### src/rtl/mc_control_hs_if.sv
// Memory and mul/div handshake bundle for the multicycle RV32I controller,
// plus the ALU operation type it drives.

typedef enum logic [1:0] {
  ALUOP_ADD   = 2'd0,
  ALUOP_SUB   = 2'd1,
  ALUOP_RTYPE = 2'd2,
  ALUOP_ITYPE = 2'd3
} aluop_t;

interface mc_control_hs_if;
  logic mem_req;
  logic mem_we;
  logic mem_ready;
  logic md_start;
  logic md_done;

  modport master (
    output mem_req, mem_we, md_start,
    input  mem_ready, md_done
  );

  modport slave (
    input  mem_req, mem_we, md_start,
    output mem_ready, md_done
  );
endinterface

### src/rtl/mc_control_hs.sv
// Multicycle RV32I control FSM with memory valid/ready handshake, bus timeout,
// precise traps, optional mul/div wait state and a retire pulse.

module mc_control_hs #(
  parameter int MEM_TIMEOUT = 16,
  parameter bit TRAP_EN     = 1'b1,
  parameter bit MULDIV_EN   = 1'b0
) (
  input  logic                   clk,
  input  logic                   reset,
  mc_control_hs_if.master        bus,
  input  logic [6:0]             instr_opc,
  input  logic [6:0]             instr_funct7,
  input  logic                   instr_bit20,
  output logic                   ctl_iord,
  output logic                   ctl_irwrite,
  output logic                   ctl_regwrite,
  output logic                   ctl_pcwrite,
  output logic                   ctl_pcwritecond,
  output logic [1:0]             ctl_memtoreg,
  output logic [1:0]             ctl_pcsrc,
  output logic [1:0]             ctl_alusrca,
  output logic [2:0]             ctl_alusrcb,
  output aluop_t                 ctl_aluop,
  output logic                   trap_valid,
  output logic [3:0]             trap_cause,
  output logic                   retire
);

  localparam logic [6:0] OPC_LOAD   = 7'b0000011;
  localparam logic [6:0] OPC_STORE  = 7'b0100011;
  localparam logic [6:0] OPC_RTYPE  = 7'b0110011;
  localparam logic [6:0] OPC_ITYPE  = 7'b0010011;
  localparam logic [6:0] OPC_BRANCH = 7'b1100011;
  localparam logic [6:0] OPC_JAL    = 7'b1101111;
  localparam logic [6:0] OPC_JALR   = 7'b1100111;
  localparam logic [6:0] OPC_LUI    = 7'b0110111;
  localparam logic [6:0] OPC_AUIPC  = 7'b0010111;
  localparam logic [6:0] OPC_FENCE  = 7'b0001111;
  localparam logic [6:0] OPC_SYSTEM = 7'b1110011;

  localparam logic [3:0] CAUSE_IFAULT  = 4'd1;
  localparam logic [3:0] CAUSE_ILLEGAL = 4'd2;
  localparam logic [3:0] CAUSE_BREAK   = 4'd3;
  localparam logic [3:0] CAUSE_LFAULT  = 4'd5;
  localparam logic [3:0] CAUSE_SFAULT  = 4'd7;
  localparam logic [3:0] CAUSE_ECALL   = 4'd11;

  localparam int              CNT_W    = (MEM_TIMEOUT > 2) ? $clog2(MEM_TIMEOUT) : 1;
  localparam logic [CNT_W-1:0] CNT_LAST = CNT_W'((MEM_TIMEOUT > 0) ? MEM_TIMEOUT - 1 : 0);
  localparam bit              TMO_EN   = (MEM_TIMEOUT != 0);

  typedef enum logic [4:0] {
    FETCH, DECODE, MEM_ADDR, MEM_READ, MEM_WRITE, MEM_WB, EXEC_R, EXEC_I,
    ALU_WB, MULDIV_WAIT, BRANCH, JAL, JALR, LUI, AUIPC, FENCE, TRAP
  } state_t;

  typedef struct packed {
    logic       mem_req;
    logic       mem_we;
    logic       iord;
    logic       regwrite;
    logic       pcwrite;
    logic       pcwritecond;
    logic [1:0] memtoreg;
    logic [1:0] pcsrc;
    logic [1:0] alusrca;
    logic [2:0] alusrcb;
    aluop_t     aluop;
    logic       retire;
  } ctl_t;

  state_t           state_q, state_d;
  ctl_t             ctl_q;
  logic [CNT_W-1:0] cnt_q;
  logic [3:0]       cause_q, cause_d;
  logic             md_start_q;
  logic             trap_q;
  logic             fire, tmo;

  function automatic ctl_t moore(input state_t s);
    ctl_t c;
    c       = '0;
    c.aluop = ALUOP_ADD;
    case (s)
      FETCH:       begin c.mem_req = 1'b1; c.alusrcb = 3'b001; end
      DECODE:      begin c.alusrca = 2'b11; c.alusrcb = 3'b010; end
      MEM_ADDR:    begin c.alusrca = 2'b01; c.alusrcb = 3'b010; end
      MEM_READ:    begin c.mem_req = 1'b1; c.iord = 1'b1; end
      MEM_WRITE:   begin c.mem_req = 1'b1; c.iord = 1'b1; c.mem_we = 1'b1; end
      MEM_WB:      begin c.regwrite = 1'b1; c.memtoreg = 2'b01; c.retire = 1'b1; end
      EXEC_R:      begin c.alusrca = 2'b01; c.alusrcb = 3'b000; c.aluop = ALUOP_RTYPE; end
      EXEC_I:      begin c.alusrca = 2'b01; c.alusrcb = 3'b010; c.aluop = ALUOP_ITYPE; end
      ALU_WB:      begin c.regwrite = 1'b1; c.memtoreg = 2'b00; c.retire = 1'b1; end
      BRANCH: begin
        c.alusrca = 2'b01; c.alusrcb = 3'b000; c.aluop = ALUOP_SUB;
        c.pcwritecond = 1'b1; c.pcsrc = 2'b01; c.retire = 1'b1;
      end
      JAL: begin
        c.pcwrite = 1'b1; c.pcsrc = 2'b01; c.regwrite = 1'b1;
        c.memtoreg = 2'b10; c.retire = 1'b1;
      end
      JALR: begin
        c.alusrca = 2'b01; c.alusrcb = 3'b010; c.pcwrite = 1'b1; c.pcsrc = 2'b00;
        c.regwrite = 1'b1; c.memtoreg = 2'b10; c.retire = 1'b1;
      end
      LUI:         begin c.alusrca = 2'b10; c.alusrcb = 3'b010; end
      AUIPC:       begin c.alusrca = 2'b11; c.alusrcb = 3'b010; end
      FENCE:       c.retire = 1'b1;
      TRAP:        begin c.pcwrite = 1'b1; c.pcsrc = 2'b10; end
      default:     c = '0;
    endcase
    return c;
  endfunction

  function automatic logic is_mem(input state_t s);
    return (s == FETCH) || (s == MEM_READ) || (s == MEM_WRITE);
  endfunction

  // A handshake completes only while a request is actually presented; ready wins over timeout.
  assign fire = ctl_q.mem_req && bus.mem_ready;
  assign tmo  = TMO_EN && ctl_q.mem_req && !bus.mem_ready && (cnt_q == CNT_LAST);

  always_comb begin
    state_d = state_q;
    cause_d = 4'd0;
    case (state_q)
      FETCH: begin
        if (fire)                 state_d = DECODE;
        else if (tmo && TRAP_EN) begin state_d = TRAP; cause_d = CAUSE_IFAULT; end
      end
      DECODE: begin
        case (instr_opc)
          OPC_LOAD, OPC_STORE: state_d = MEM_ADDR;
          OPC_RTYPE:  state_d = (MULDIV_EN && instr_funct7 == 7'b0000001) ? MULDIV_WAIT : EXEC_R;
          OPC_ITYPE:  state_d = EXEC_I;
          OPC_BRANCH: state_d = BRANCH;
          OPC_JAL:    state_d = JAL;
          OPC_JALR:   state_d = JALR;
          OPC_LUI:    state_d = LUI;
          OPC_AUIPC:  state_d = AUIPC;
          OPC_FENCE:  state_d = FENCE;
          OPC_SYSTEM: begin
            if (TRAP_EN) begin
              state_d = TRAP;
              cause_d = instr_bit20 ? CAUSE_BREAK : CAUSE_ECALL;
            end else begin
              state_d = FETCH;
            end
          end
          default: begin
            if (TRAP_EN) begin state_d = TRAP; cause_d = CAUSE_ILLEGAL; end
            else          state_d = FETCH;
          end
        endcase
      end
      MEM_ADDR:  state_d = (instr_opc == OPC_STORE) ? MEM_WRITE : MEM_READ;
      MEM_READ: begin
        if (fire)                 state_d = MEM_WB;
        else if (tmo && TRAP_EN) begin state_d = TRAP; cause_d = CAUSE_LFAULT; end
      end
      MEM_WRITE: begin
        if (fire)                 state_d = FETCH;
        else if (tmo && TRAP_EN) begin state_d = TRAP; cause_d = CAUSE_SFAULT; end
      end
      EXEC_R, EXEC_I, LUI, AUIPC: state_d = ALU_WB;
      MULDIV_WAIT: if (bus.md_done) state_d = ALU_WB;
      MEM_WB, ALU_WB, BRANCH, JAL, JALR, FENCE, TRAP: state_d = FETCH;
      default:   state_d = FETCH;
    endcase
  end

  always_ff @(posedge clk) begin
    if (reset) begin
      state_q    <= FETCH;
      ctl_q      <= '0;
      cnt_q      <= '0;
      cause_q    <= 4'd0;
      md_start_q <= 1'b0;
      trap_q     <= 1'b0;
    end else begin
      state_q    <= state_d;
      ctl_q      <= moore(state_d);
      md_start_q <= (state_d == MULDIV_WAIT) && (state_q != MULDIV_WAIT);
      trap_q     <= (state_d == TRAP);
      cause_q    <= cause_d;
      if ((state_d != state_q) && is_mem(state_d))
        cnt_q <= '0;
      else if (ctl_q.mem_req && !bus.mem_ready && (cnt_q != CNT_LAST))
        cnt_q <= cnt_q + 1'b1;
    end
  end

  assign bus.mem_req      = ctl_q.mem_req;
  assign bus.mem_we       = ctl_q.mem_we;
  assign bus.md_start     = md_start_q;
  assign ctl_iord         = ctl_q.iord;
  // IR load and PC+4 happen in the fetch cycle that the memory actually answers.
  assign ctl_irwrite      = (state_q == FETCH) && fire;
  assign ctl_pcwrite      = ctl_q.pcwrite || ((state_q == FETCH) && fire);
  assign ctl_regwrite     = ctl_q.regwrite;
  assign ctl_pcwritecond  = ctl_q.pcwritecond;
  assign ctl_memtoreg     = ctl_q.memtoreg;
  assign ctl_pcsrc        = ctl_q.pcsrc;
  assign ctl_alusrca      = ctl_q.alusrca;
  assign ctl_alusrcb      = ctl_q.alusrcb;
  assign ctl_aluop        = ctl_q.aluop;
  assign trap_valid       = trap_q;
  assign trap_cause       = cause_q;
  assign retire           = ctl_q.retire || ((state_q == MEM_WRITE) && fire);

endmodule

### src/flat_wrapper.sv
// flat-port wrapper written by rule: the top's interface ports become plain ports
module mc_control_hs_flat 
#(
  parameter int MEM_TIMEOUT = 16,
  parameter bit TRAP_EN     = 1'b1,
  parameter bit MULDIV_EN   = 1'b0
)
  (clk, reset, instr_opc, instr_funct7, instr_bit20, ctl_iord, ctl_irwrite, ctl_regwrite, ctl_pcwrite, ctl_pcwritecond, ctl_memtoreg, ctl_pcsrc, ctl_alusrca, ctl_alusrcb, ctl_aluop, trap_valid, trap_cause, retire, bus_mem_req, bus_mem_we, bus_md_start, bus_mem_ready, bus_md_done);
  mc_control_hs_if bus_i ();
  input  logic clk;
  input  logic reset;
  input  logic [6:0] instr_opc;
  input  logic [6:0] instr_funct7;
  input  logic instr_bit20;
  output logic ctl_iord;
  output logic ctl_irwrite;
  output logic ctl_regwrite;
  output logic ctl_pcwrite;
  output logic ctl_pcwritecond;
  output logic [1:0] ctl_memtoreg;
  output logic [1:0] ctl_pcsrc;
  output logic [1:0] ctl_alusrca;
  output logic [2:0] ctl_alusrcb;
  output aluop_t ctl_aluop;
  output logic trap_valid;
  output logic [3:0] trap_cause;
  output logic retire;
  output wire logic [$bits(bus_i.mem_req)-1:0] bus_mem_req;
  output wire logic [$bits(bus_i.mem_we)-1:0] bus_mem_we;
  output wire logic [$bits(bus_i.md_start)-1:0] bus_md_start;
  input wire logic [$bits(bus_i.mem_ready)-1:0] bus_mem_ready;
  input wire logic [$bits(bus_i.md_done)-1:0] bus_md_done;
  assign bus_mem_req = bus_i.mem_req;
  assign bus_mem_we = bus_i.mem_we;
  assign bus_md_start = bus_i.md_start;
  assign bus_i.mem_ready = bus_mem_ready;
  assign bus_i.md_done = bus_md_done;
  mc_control_hs #(.MEM_TIMEOUT(MEM_TIMEOUT), .TRAP_EN(TRAP_EN), .MULDIV_EN(MULDIV_EN)) u_core (.clk(clk), .reset(reset), .bus(bus_i), .instr_opc(instr_opc), .instr_funct7(instr_funct7), .instr_bit20(instr_bit20), .ctl_iord(ctl_iord), .ctl_irwrite(ctl_irwrite), .ctl_regwrite(ctl_regwrite), .ctl_pcwrite(ctl_pcwrite), .ctl_pcwritecond(ctl_pcwritecond), .ctl_memtoreg(ctl_memtoreg), .ctl_pcsrc(ctl_pcsrc), .ctl_alusrca(ctl_alusrca), .ctl_alusrcb(ctl_alusrcb), .ctl_aluop(ctl_aluop), .trap_valid(trap_valid), .trap_cause(trap_cause), .retire(retire));
endmodule
### config.mk
export PLATFORM = sky130hd
export DESIGN_NAME = mc_control_hs_flat
export DESIGN_NICKNAME = d
export VERILOG_FILES = /design/src/rtl/mc_control_hs_if.sv /design/src/rtl/mc_control_hs.sv /design/src/flat_wrapper.sv
export SDC_FILE = /design/constraint.sdc
export NUM_CORES = 1
export LEC_CHECK = 0
export ABC_AREA = 1
export CORE_UTILIZATION = 35
export CTS_CLUSTER_SIZE = 14
export DETAILED_ROUTE_END_ITERATION = 7
export PLACE_DENSITY = 0.58
export SYNTH_ARGS = -nofsm -noshare
export SYNTH_HDL_FRONTEND = slang
export SYNTH_SLANG_ARGS = --single-unit
### constraint.sdc
create_clock -name clk -period 4.54 [get_ports clk]
set_input_delay 0.454 -clock clk [delete_from_list [all_inputs] [get_ports clk]]
set_output_delay 0.454 -clock clk [all_outputs]
set_load 0.02 [all_outputs]
==> impl_summary.log, run 1 <==
INFO  metric cts.path.max_buffers = 2
INFO  metric detail_route.wl_per_cell = 10.5 um
INFO  metric cts.hold.buffers_added = 0
INFO  metric antenna-diode-count = 0
INFO  metric gr_overflow_total = 0
INFO  metric netlist.top_cell.by_area = dfxtp_1
INFO  metric mappedNetlistArea = 1760 um^2
INFO  metric numCtsBuffers = 5
INFO  metric gp_congestion = 0.878
INFO  metric area_taken_by_multi_input_logic_gates = approximately 910 um^2
INFO  metric synth_top_cells_by_count = nand2_1, nor2_1, dfxtp_1
INFO  metric finalNetCount = 297
INFO  metric synth.top_cell.area_share = 0.364
INFO  metric core_area = 4790 um^2
INFO  metric count_of_yosys_warnings_during_synthesis = 0
INFO  metric clock.fmax = 0.382 GHz
INFO  metric path_type_of_the_worst_setup_path = primary input to output port
INFO  metric path_max_fanout = 7
INFO  metric max_slew_margin = 0.444
INFO  metric required = 4.09 ns
INFO  metric start_util = 0.368
INFO  metric top_level_ports = 44
INFO  metric post_dp_cell_area = 2110 um^2
INFO  metric synthesis.area_per_instance = 7.12 um^2
INFO  metric antenna_violation_net_count_after_detailed_routing = 0
INFO  metric grt_setup_unrepaired = no
INFO  metric first_pass_grt_wire_length = 6270 um
INFO  metric hold_crit_start = u_core.cnt_q[1]
INFO  metric r2r_start = u_core.cnt_q[0]
INFO  metric timing.critical_path.mode_cell = clkdlybuf4s50_1
INFO  metric synthMostInstantiatedCell = nand2_1
INFO  metric drt_pre_antenna_iters = 4
INFO  metric count_of_h_tree_levels_built_during_cts = 2
INFO  metric synth.ff_latch_count = 32
INFO  metric hpwlAfterDp = 2810 um
INFO  metric arrival = 2.17 ns
INFO  metric yosys-top-cells-area = dfxtp_1, nand2_1, nor2_1
INFO  metric drv_slew = 0
INFO  metric max-vdd-ir-drop = 178 uV
INFO  metric drt-initial-drc-count = 65
INFO  metric area.growth.synth_to_final = 25.1%
INFO  metric cellPowerDensity = between 400 and 500 nW/um^2
INFO  metric finalCritPeriodShare = 0.577
INFO  metric post_route_cells_drive_above_1_share = 0.180
INFO  metric hold_path_end = u_core.cnt_q[1]
INFO  metric cts_tree = yes
INFO  metric path_clk_slew = 0.06 ns
INFO  metric antenna_found_initial = 0
INFO  metric asyncSetResetFlopFracSynth = 0
INFO  metric max_cap_violation_count = 0
INFO  metric setup_tns = 0 ns
INFO  metric min_delay_path_depth = 2
INFO  metric worst_path_largest_cell_delay = 0.60 ns
INFO  metric first_global_vias = approximately 1500
INFO  metric register_area = 641 um^2
INFO  metric syn-instance-count = 247
INFO  metric std_cell_rows = 25
INFO  metric slowest_library_cell_on_the_worst_path = clkdlybuf4s50_1
INFO  metric drc = 0
INFO  metric worstSetupEndpointType = output port
INFO  metric timing.reg2reg.worst_path_depth = 14
INFO  metric min_delay_worst_type = flop to flop
INFO  metric routed-via-count = between 1500 and 2000
INFO  metric cts_resized = 0
INFO  metric synth_edf_count = 0
INFO  metric tritoncts_num_sinks = 32
INFO  metric root_buf_cell = clkbuf_8
INFO  metric setup_violations = 0
INFO  metric seq_area_frac_synth = 0.364
INFO  metric worst_hold_slack = 0.542 ns
INFO  metric chipHeight = 72.9 um
INFO  metric power_leakage = 0.978 nW
INFO  metric min_period = about 2.6 ns
INFO  metric final.setup_skew = 0.0111 ns
INFO  metric ys_types = 38
INFO  metric wirelength = 3610 um
INFO  metric via_per_inst = ~4.6
INFO  metric die_w = 72.9 um
INFO  metric critPathLaunchType = primary input
INFO  metric reg2reg_to = u_core.cnt_q[2]
INFO  metric fp.dieArea = 5310 um^2
INFO  metric rrSetupSlack = about 2.6 ns
INFO  metric port_buffers = 35
INFO  metric status = finished clean
INFO  metric cts_setup_buffers = 0
INFO  metric cp_cell_sequence = clkdlybuf4s50_1 -> nand2_1 -> nor2_1 -> or2_2 -> clkdlybuf4s50_1
INFO  metric grt_start_max_net_pins = 24
INFO  metric track_usage = 0.153
INFO  metric synth_ff_type = dfxtp_1
INFO  metric skew_pair_late_insertion_delay = 0.29 ns
INFO  metric filler_cell_count = a little over 500
INFO  metric finish.instance_area = 2200 um^2
INFO  metric hold_viol_final = 0
INFO  metric worst_pin_slew = 0.831 ns
-- state kept, by name, summed over array words and instances, names as in the netlist, 2 cells and up --
register and cells:
u_core.state_q 5, u_core.cnt_q 4, u_core.trap_cause 4, u_core.ctl_aluop 2
u_core.ctl_alusrca 2, u_core.ctl_alusrcb 2, u_core.ctl_memtoreg 2, u_core.ctl_pcsrc 2
u_core.ctl_q 2
-- layer usage --
metal  track usage  part of all wire  wire length [um]  up-vias
met3        0.0290             0.053               193        4
met1         0.192              0.49              1760      715
met5             0                 0                 0        -
met4        0.0654            0.0097                35        0
li1              -                 -                 -      826
met2         0.256              0.45              1620       43
-- through the flow --
stage	total power, W	cells	worst slack [ns]	util
after global routing	0.000993	345	1.86	0.460
final	0.000930	345	1.92	0.460
after global placement	0.000710	337	1.92	0.440
after CTS	0.000938	345	1.90	0.460
after detailed placement	0.000712	337	1.92	0.440
after floorplan	0.000610	248	2.81	-
-- where the power goes --
part,leakage (nW),switching (W),internal [W]
Combinational,0.674,0.000225,0.000143
Sequential,0.260,0.0000180,0.000316
Clock,0.0445,0.000104,0.000123
-- cell families (layout without fill, tap and decap cells) --
family,after synthesis,in the layout,synth area share
multiplexers,1,1,0.00569
AO/OA/AOI/OAI,24,24,0.101
buffers and inverters,46,76,0.122
XOR/XNOR,2,2,0.00996
adder cells (fa/ha/maj),1,1,0.00711
other,1,2,0.00213
flip-flops,32,32,0.364
AND/OR/NAND/NOR,140,140,0.388
-- placed cells by master, fill, tap and decap left out, drive strengths merged --
cell type	count
clkdlybuf4s50	35
nor2	51
a31oi	1
and2	1
xor2	1
nand4	3
conb	2
a21boi	1
inv	32
dfxtp	32
or2	1
o22ai	1
a21o	1
a211oi	1
o21ai	6
a32oi	1
nor3	3
xnor2	1
nor4	1
nand3	21
clkinvlp	1
mux2i	1
clkinv	1
ha	1
clkbuf	7
o21bai	3
a21oi	9
nand2	59
-- worst max path at each step --
stage | startpoint | end | slack, ns
global route | bus_mem_ready | ctl_pcwrite | 1.86
floorplan | u_core.cnt_q[0] | u_core.cnt_q[2] | 2.81
CTS | bus_mem_ready | ctl_pcwrite | 1.90
detailed placement | bus_mem_ready | ctl_pcwrite | 1.92
global placement | bus_mem_ready | ctl_pcwrite | 1.92
finish | bus_mem_ready | ctl_pcwrite | 1.92
-- cell type report --
class / count / area share
flip-flops and latches: 32 / 0.291
clock inverters: 1 / 0.00341
well taps: 67 / 0.0381
repair buffers: 35 / 0.159
clock buffers: 7 / 0.0392
inverters: 33 / 0.0563
multi-input cells: 170 / 0.413
-- critical path: cells and delay by family --
kind	cells	cell delay, ns
buffers and inverters	2	1.10
AND/OR/NAND/NOR	3	0.61
Power figures use the tool's default switching activity.
==> run 2: changes to the inputs <==
==> constraint.sdc (replaced) <==
create_clock -name clk -period 2.6 [get_ports clk]
set_input_delay 0.26 -clock clk [delete_from_list [all_inputs] [get_ports clk]]
set_output_delay 0.26 -clock clk [all_outputs]
set_load 0.02 [all_outputs]
==> impl_summary.log, run 2 (same netlist as run 1, synthesis figures left out) <==
INFO  metric cp.buffers_inverters = 2
INFO  metric drv_slew = 0
INFO  metric path_clk_slew = 0.06 ns
INFO  metric detail_route.wl_per_cell = 10.4 um
INFO  metric power_leakage = 0.993 nW
INFO  metric cts_tree = yes
INFO  metric rrSetupSlack = 0.61 ns
INFO  metric antenna-diode-count = 0
INFO  metric core_area = 4790 um^2
INFO  metric drt_pre_antenna_iters = 5
INFO  metric timing.reg2reg.worst_path_depth = 14
INFO  metric layout_common_cells = nand2_1, nor2_1, clkdlybuf4s50_1
INFO  metric antenna_found_initial = 0
INFO  metric area.growth.synth_to_final = 26.3%
INFO  metric mostFrequentLayoutCell = nand2_1
INFO  metric first_global_vias = 1396
INFO  metric cts.hold.buffers_added = 0
INFO  metric antenna_violation_net_count_after_detailed_routing = 0
INFO  metric drt-initial-drc-count = 81
INFO  metric timing.critical_path.max_delay_family = buffers and inverters
INFO  metric registers.top_by_ff_count = u_core.state_q
INFO  metric grt_setup_unrepaired = no
INFO  metric finalNetCount = 298
INFO  metric routed-via-count = 1546
INFO  metric min_delay_path_depth = 2
INFO  metric fp.dieArea = 5310 um^2
INFO  metric setup_tns = 0 ns
INFO  metric count_of_h_tree_levels_built_during_cts = 2
INFO  metric required = 2.34 ns
INFO  metric first_pass_grt_wire_length = 6040 um
INFO  metric tritoncts_num_sinks = 32
INFO  metric max_reg_flops = 5
INFO  metric critical_path_cell_count = 5
INFO  metric root_buf_cell = clkbuf_8
INFO  metric gp_congestion = 0.854
INFO  metric drc = 0
INFO  metric chipHeight = 72.9 um
INFO  metric skew_pair_late_insertion_delay = 0.28 ns
INFO  metric arrival = 2.00 ns
INFO  metric finalCritPeriodShare = 0.871
INFO  metric min_period = 2.26 ns
INFO  metric path_max_fanout = 7
INFO  metric max-vdd-ir-drop = 296 uV
INFO  metric gr_overflow_total = 0
INFO  metric critPathLaunchType = primary input
INFO  metric grt_start_max_net_pins = 14
INFO  metric post_route_cells_drive_above_1_share = 0.183
INFO  metric max_cap_violation_count = 0
INFO  metric path_type_of_the_worst_setup_path = primary input to output port
INFO  metric r2r_start = u_core.cnt_q[0]
INFO  metric hold_viol_final = 0
INFO  metric numCtsBuffers = 5
INFO  metric cts.path.max_buffers = 2
INFO  metric filler_cell_count = 503
INFO  metric worst_path_largest_cell_delay = about 0.60 ns
INFO  metric crit_start = bus_mem_ready
INFO  metric final.setup_skew = between 0.002 and 0.0025 ns
INFO  metric place_ws = roughly 0.34 ns
INFO  metric top_level_ports = 44
INFO  metric cts_resized = 0
INFO  metric slowest_library_cell_on_the_worst_path = clkdlybuf4s50_1
INFO  metric clock.fmax = between 0.4 and 0.5 GHz
INFO  metric cp_cell_sequence = clkdlybuf4s50_1 -> nand2_1 -> nor2_1 -> or2_2 -> clkdlybuf4s50_1
INFO  metric worstSetupEndpointType = output port
INFO  metric setup_violations = 0
INFO  metric track_usage = 0.148
INFO  metric start_util = 0.368
INFO  metric hpwlAfterDp = around 2800 um
INFO  metric die_w = 72.9 um
INFO  metric wirelength = between 3000 and 4000 um
INFO  metric std_cell_rows = 25
INFO  metric cellPowerDensity = between 700 and 800 nW/um^2
INFO  metric status = finished clean
INFO  metric timing.critical_path.mode_cell = clkdlybuf4s50_1
INFO  metric cts_setup_buffers = 0
INFO  metric timing.final.ws_setup = between 0.3 and 0.4 ns
INFO  metric min_delay_worst_type = primary input to flop
INFO  metric hold_crit_start = instr_bit20
INFO  metric via_per_inst = 4.47
INFO  metric port_buffers = 35
==> run 2: cell types whose count changed in the layout (fill, tap and decap cells not counted) <==
cell / change
clkbuf_8: -1
buf_4: +1
clkinvlp_4: -1
bufinv_16: +1
clkinv_2: +1
==> run 2: stage by stage <==
stage / util / hold slack (ns) / instances / instance area (um^2) / power, W
floorplan: - / 0.338 / 248 / 1760 / 0.00106
global placement: 0.442 / 0.529 / 338 / 2110 / 0.00124
detailed placement: 0.442 / 0.549 / 338 / 2110 / 0.00124
CTS: 0.464 / 0.528 / 346 / 2220 / 0.00171
global route: 0.464 / 0.541 / 346 / 2220 / 0.00180
finish: 0.464 / 0.529 / 346 / 2220 / 0.00169
==> run 2: layer usage <==
| metal | wire length [um] | share of wire | track usage | up-vias |
|---|---|---|---|---|
| met2 | 1620 | 0.45 | 0.243 | 35 |
| met5 | 0 | 0 | 0 | - |
| met3 | 123 | 0.034 | 0.0373 | 2 |
| met4 | 24 | 0.0067 | 0.0392 | 0 |
| li1 | - | - | - | 825 |
| met1 | 1820 | 0.51 | 0.193 | 684 |
==> run 2: layout make-up <==
class / instances / area, um^2 / share of cell area
clock inverters: 2 / 35.0 / 0.0158
inverters: 33 / 124 / 0.0557
multi-input cells: 170 / 908 / 0.409
well taps: 67 / 83.8 / 0.0377
repair buffers: 36 / 358 / 0.161
flip-flops and latches: 32 / 641 / 0.288
clock buffers: 6 / 72.6 / 0.0327
==> run 2: worst paths after layout <==
kind                          endpoint
setup / recovery           ctl_pcwrite
hold / removal    u_core.trap_cause[3]
setup reg to reg       u_core.cnt_q[1]
hold reg to reg        u_core.cnt_q[1]
==> run 2: report_power, final <==
| part | total (W) | internal [W] | switching [W] |
|---|---|---|---|
| sequential | 0.000584 | 0.000553 | 0.0000312 |
| combinational | 0.000645 | 0.000251 | 0.000394 |
| clock | 0.000457 | 0.000284 | 0.000173 |
| total | 0.00169 | 0.00109 | 0.000598 |
